[config.mk]
export PLATFORM = sky130hd
export DESIGN_NAME = mac_seq_ctrl
export DESIGN_NICKNAME = d
export VERILOG_FILES = /design/src/rtl/mac_pkg.sv /design/src/rtl/mac_seq_ctrl_adder.sv /design/src/rtl/mac_seq_ctrl.sv
export SDC_FILE = /design/constraint.sdc
export NUM_CORES = 1
export LEC_CHECK = 0
export ABC_AREA = 1
export BUFFER_PORTS_ARGS = -buffer_cell sky130_fd_sc_hd__buf_2
export CAP_MARGIN = 20
export CORE_AREA = 2 2 77 79
export CTS_CLUSTER_SIZE = 14
export DETAILED_ROUTE_END_ITERATION = 16
export DIE_AREA = 0 0 79 81
export GPL_TIMING_DRIVEN = 0
export PLACE_DENSITY = 0.83
export REMOVE_ABC_BUFFERS = 1
export SYNTH_ARGS = -nofsm -noshare
export SYNTH_HDL_FRONTEND = slang
export SYNTH_SLANG_ARGS = --single-unit
[constraint.sdc]
create_clock -name clk -period 4.1 [get_ports clk]
set_input_delay 0.41 -clock clk [delete_from_list [all_inputs] [get_ports clk]]
set_output_delay 0.41 -clock clk [all_outputs]
set_load 0.02 [all_outputs]
[src/rtl/mac_pkg.sv]
// rtl/mac_pkg.sv - shared state encoding and counter width helpers for the MAC sequencer
package mac_pkg;

   typedef enum logic [1:0] {
      IDLE   = 2'd0,
      MUL    = 2'd1,
      ACC_LO = 2'd2,
      ACC_HI = 2'd3
   } mac_state_t;

   // Step counter must hold values up to N-1 with one bit of headroom.
   function automatic int cnt_w(input int n);
      return $clog2(n) + 1;
   endfunction

endpackage

[src/rtl/mac_seq_ctrl_adder.sv]
// rtl/mac_seq_ctrl_adder.sv - N-bit ripple-carry adder shared by the MAC sequencer
module Adder #(
   parameter int N = 8
) (
   input  logic [N-1:0] a,
   input  logic [N-1:0] b,
   input  logic         ci,
   output logic [N-1:0] s,
   output logic         co
);

   logic [N:0] c;

   assign c[0] = ci;

   for (genvar gi = 0; gi < N; gi++) begin : g_bit
      assign s[gi]    = a[gi] ^ b[gi] ^ c[gi];
      assign c[gi+1]  = (a[gi] & b[gi]) | (c[gi] & (a[gi] ^ b[gi]));
   end

   assign co = c[N];

endmodule

[src/rtl/mac_seq_ctrl.sv]
// rtl/mac_seq_ctrl.sv - sequential multiply-accumulate controller time-sharing one ripple adder
module mac_seq_ctrl
   import mac_pkg::*;
#(
   parameter int N = 8
) (
   input  logic           clk,
   input  logic           rst,
   input  logic           start,
   input  logic           clear,
   input  logic [N-1:0]   x,
   input  logic [N-1:0]   y,
   output logic           busy,
   output logic           done,
   output logic [2*N-1:0] acc,
   output logic           ovf
);

   localparam int CW = cnt_w(N);
   localparam logic [CW-1:0] LAST_STEP = CW'(N - 1);

   mac_state_t      state;
   logic [N-1:0]    xr;
   logic [2*N-1:0]  p;
   logic [CW-1:0]   cnt;
   logic            cs;

   logic [N-1:0]    add_a;
   logic [N-1:0]    add_b;
   logic            add_ci;
   logic [N-1:0]    add_s;
   logic            add_co;

   // Route the single adder to the multiplier partial sum or one accumulator half.
   always_comb begin
      add_a  = '0;
      add_b  = '0;
      add_ci = 1'b0;
      case (state)
         MUL: begin
            add_a = p[2*N-1:N];
            add_b = p[0] ? xr : '0;
         end
         ACC_LO: begin
            add_a = acc[N-1:0];
            add_b = p[N-1:0];
         end
         ACC_HI: begin
            add_a  = acc[2*N-1:N];
            add_b  = p[2*N-1:N];
            add_ci = cs;
         end
         default: begin
            add_a  = '0;
            add_b  = '0;
            add_ci = 1'b0;
         end
      endcase
   end

   Adder #(.N(N)) u_adder (
      .a  (add_a),
      .b  (add_b),
      .ci (add_ci),
      .s  (add_s),
      .co (add_co)
   );

   // Sequencer: latch operands, run N shift-add steps, then add product into acc in two halves.
   always_ff @(posedge clk or posedge rst) begin
      if (rst) begin
         state <= IDLE;
         xr    <= '0;
         p     <= '0;
         cnt   <= '0;
         cs    <= 1'b0;
         acc   <= '0;
         ovf   <= 1'b0;
         busy  <= 1'b0;
         done  <= 1'b0;
      end else begin
         done <= 1'b0;
         case (state)
            IDLE: begin
               // Clear and start on the same edge: the new product lands in an empty acc.
               if (clear) begin
                  acc <= '0;
                  ovf <= 1'b0;
               end
               if (start) begin
                  xr    <= x;
                  p     <= {{N{1'b0}}, y};
                  cnt   <= '0;
                  busy  <= 1'b1;
                  state <= MUL;
               end
            end
            MUL: begin
               // {co, sum, lo} shifted right by one keeps the product 2N bits wide.
               p   <= {add_co, add_s, p[N-1:1]};
               cnt <= cnt + 1'b1;
               if (cnt == LAST_STEP) begin
                  state <= ACC_LO;
               end
            end
            ACC_LO: begin
               acc[N-1:0] <= add_s;
               cs         <= add_co;
               state      <= ACC_HI;
            end
            ACC_HI: begin
               acc[2*N-1:N] <= add_s;
               if (add_co) begin
                  ovf <= 1'b1;
               end
               done  <= 1'b1;
               busy  <= 1'b0;
               state <= IDLE;
            end
            default: begin
               state <= IDLE;
               busy  <= 1'b0;
            end
         endcase
      end
   end

endmodule

==> summary.txt <==
Run status
  – Run status: finished clean

STA
  – RSZ-0062 raised after global routing: true
  – Maximum clock rate: 0.2449 GHz
  – Final Hold Violating Endpoints: 0
  – Final Critical Period: 4.084 ns
  – Total setup violations reported at the end of the flow: 0
  – Relative slew margins: 55.46%
  – Max Transition Viols Final: 0
  – Slew at the pin with the worst max-slew slack: 0.6656 ns
  – Worst Hold Slack: 0.1225 ns
  – Tcrit/Tclk final: 99.61%
  – Fin Clk Skew: 0.009813 ns

Route
  – Routed WL: 6835 um
  – Detail Route met2 WL: 3419 um
  – Violation count after the first detailed-route iteration: 212
  – Detailed-routed wire length on met3: 415 um
  – Routed metal-1 wire length: 2836 um
  – DR vias/cell: 5.203
  – Router iterations before antenna repair: 4
  – Top Layer Used: met4
  – # DRC: 0
  – Routed vias: 2440
  – Wirelength per Cell: 14.57 um
  – Number of routed nets with antenna violations: 0

CTS
  – Clock buffer count from CTS: 5
  – Buffer cell driving the clock tree root: sky130_fd_sc_hd__clkbuf_8
  – Htree depth: 2
  – Reg clk slew, reported paths: 0.10 ns
  – Worst-Skew Late Latency: 0.32 ns
  – Number of buffers on the longest clock path: 2
  – TritonCTS clock tree: yes
  – Number of sinks driven by the clock tree: 50

Yosys
  – Combined area of all synthesized cells: 2748 um2
  – Most area-consuming cells after synthesis: sky130_fd_sc_hd__dfrtp_1, sky130_fd_sc_hd__nand2_1, sky130_fd_sc_hd__o21ai_0, sky130_fd_sc_hd__fa_1, sky130_fd_sc_hd__nand3_1
  – Area share of the largest cell type after synthesis: 45.54%
  – Synth warnings: 0
  – Gate count of the mapped netlist: 335
  – Mapped Avg Cell Area: 8.202 um2
  – Post-synthesis cell type with the largest combined area: sky130_fd_sc_hd__dfrtp_1
  – Number of register bits inferred by synthesis: 50
  – Yosys cell types: 25
  – Sequential fraction of the synthesis area: 45.54%

GRT
  – Maximum number of pins on one net before global-route repair: 28
  – Vias in the first global route: 2314
  – Wire length of the first global-routing pass: 10680 um
  – Grt total ovfl: 0
  – Total Routing Usage GR: 21.46%
  – Initial antenna violation count: 0

Power
  – Final Total Pwr: 2850 uW
  – Total power density per cell area: 828.4 nW/um2
  – Largest voltage drop on the vdd net: 326.6 uV
  – Leakage: 0.001659 uW

Floorplanning
  – Area enclosed by the die boundary: 6399 um2
  – Height of the chip: 81 um
  – Die X: 79 um
  – Core Rows: 28
  – Number of ports placed on the die boundary: 39
  – Core area: 5675 um2
  – Effective utilization at floorplan: 48.41%

Placed design
  – Total of buffers placed on input and output ports: 38
  – Hpwl dp: 4281 um
  – Gp weighted congestion: 0.8835

Min path
  – Class of the worst hold path: input pin to async pin

Final layout
  – Ratio of cells with drive above 1 in the final layout: 30.71%
  – Antenna Cells: 0
  – Number of nets in the layout: 427
  – Relative area change from synthesis to final layout: 25.23%

Critical path
  – Sort of element at the start of the critical path: flop
  – Worst Path Class, Setup: flop to flop
  – Worst Path Arrival: 4.34 ns
  – Kind of end point of the critical path: flop
  – Required time of the critical path: 4.36 ns
  – Crit Path Max Fanout: 5

Run
  – Count of maximum capacitance violations: 0
## layout by cell type (no fill, tap or decap), types with 8 or more instances in the layout
master and n:
sky130_fd_sc_hd__dfrtp_1 48, sky130_fd_sc_hd__nor2_1 19, sky130_fd_sc_hd__inv_1 23, sky130_fd_sc_hd__buf_4 23
sky130_fd_sc_hd__fa_2 8, sky130_fd_sc_hd__buf_2 39, sky130_fd_sc_hd__nand3_1 23, sky130_fd_sc_hd__o21ai_0 35
sky130_fd_sc_hd__a21oi_1 16, sky130_fd_sc_hd__nand2_1 101
## final timing paths
| check | startpoint | to | slack [ns] | cells after the start |
|---|---|---|---|---|
| worst max-delay path | state[0] | acc[15] | 0.02 | 15 |
| worst min-delay path | rst | p[5] | 0.12 | 2 |
| worst max register to register | state[0] | acc[15] | 0.02 | 15 |
| worst min register to register | xr[1] | xr[1] | 0.49 | 2 |
| max in group asynchronous | rst | acc[8] | 3.46 | 3 |
| min in group clk | x[7] | xr[7] | 0.29 | 3 |
## through the flow
step / cell area [um2] / setup TNS [ns] / cells / utilization, % / setup slack [ns]
final: 3441 / 0 / 469 / 60.63 / 0.01587
after global routing: 3441 / -0.3117 / 469 / 60.63 / -0.08393
after CTS: 3288 / 0 / 460 / 57.94 / 0.01096
after detailed placement: 2973 / -6.945 / 436 / 52.38 / -1.065
after global placement: 2953 / -6.235 / 435 / 52.03 / -1.002
after floorplan: 2669 / -1.950 / 322 / - / -0.5196
## area by class of cell
class / instances / area (um2)
multi-input combinational: 242 / 1453
timing repair buffer: 64 / 399.1
clock buffer: 5 / 68.82
inverter: 30 / 125.1
fill: 489 / 2235
tap: 75 / 93.84
clock inverter: 3 / 47.55
sequential: 50 / 1254
## timing repair
action / CTS / global route
setup endpoints to repair: 12 / 4
hold buffers: 0 / 0
setup buffers: 16 / 9
resized for setup: 23 / 25
pin swaps: 4 / 15
## critical path, stage by stage (launching register included)
cell	delay, ns
sky130_fd_sc_hd__dfrtp_2	0.50
sky130_fd_sc_hd__inv_4	0.12
sky130_fd_sc_hd__ha_4	0.19
sky130_fd_sc_hd__nand2_4	0.06
sky130_fd_sc_hd__a31oi_4	0.20
sky130_fd_sc_hd__fa_2	0.24
sky130_fd_sc_hd__fa_2	0.22
sky130_fd_sc_hd__fa_2	0.20
sky130_fd_sc_hd__inv_2	0.04
sky130_fd_sc_hd__fa_2	0.36
sky130_fd_sc_hd__fa_2	0.37
sky130_fd_sc_hd__fa_2	0.38
sky130_fd_sc_hd__fa_2	0.38
sky130_fd_sc_hd__fa_2	0.45
sky130_fd_sc_hd__or2_4	0.24
sky130_fd_sc_hd__a21oi_2	0.10
## flip-flops by register name (all words and copies together) (netlist names)
register,flops
done,1
state,2
cnt,4
p,16
cs,1
ovf,1
acc,16
xr,8
busy,1
## power breakdown
group / total [uW] / internal (uW) / leakage, uW / switching [uW]
registers: 837 / 689 / 0.000632 / 147
logic: 1650 / 644 / 0.000968 / 1010
clock network: 362 / 186 / 0.0000591 / 176
## logic make-up after synthesis
group	synth area share, %
AND/OR/NAND/NOR	26.32
AO/OA/AOI/OAI	12.52
buffers and inverters	7.058
flip-flops	45.54
adder cells (fa/ha/maj)	8.561
## synth_stat cells (all sizes together)
| library cell | instances |
|---|---|
| nand2 | 110 |
| dfrtp | 50 |
| o21ai | 39 |
| inv | 30 |
| nand3 | 25 |
| nor2 | 21 |
| a21oi | 17 |
| fa | 8 |
| buf | 7 |
| or2 | 7 |
| clkbuf | 6 |
| ha | 6 |
| o211ai | 5 |
| a31oi | 3 |
| nand3b | 1 |
## layer usage
metal	up-vias	global-route usage, %
met5	-	0
met3	17	3.889
met2	82	36.44
met1	1141	28.31
met4	0	6.379
li1	1200	-
(Power assumes the default switching activity.)
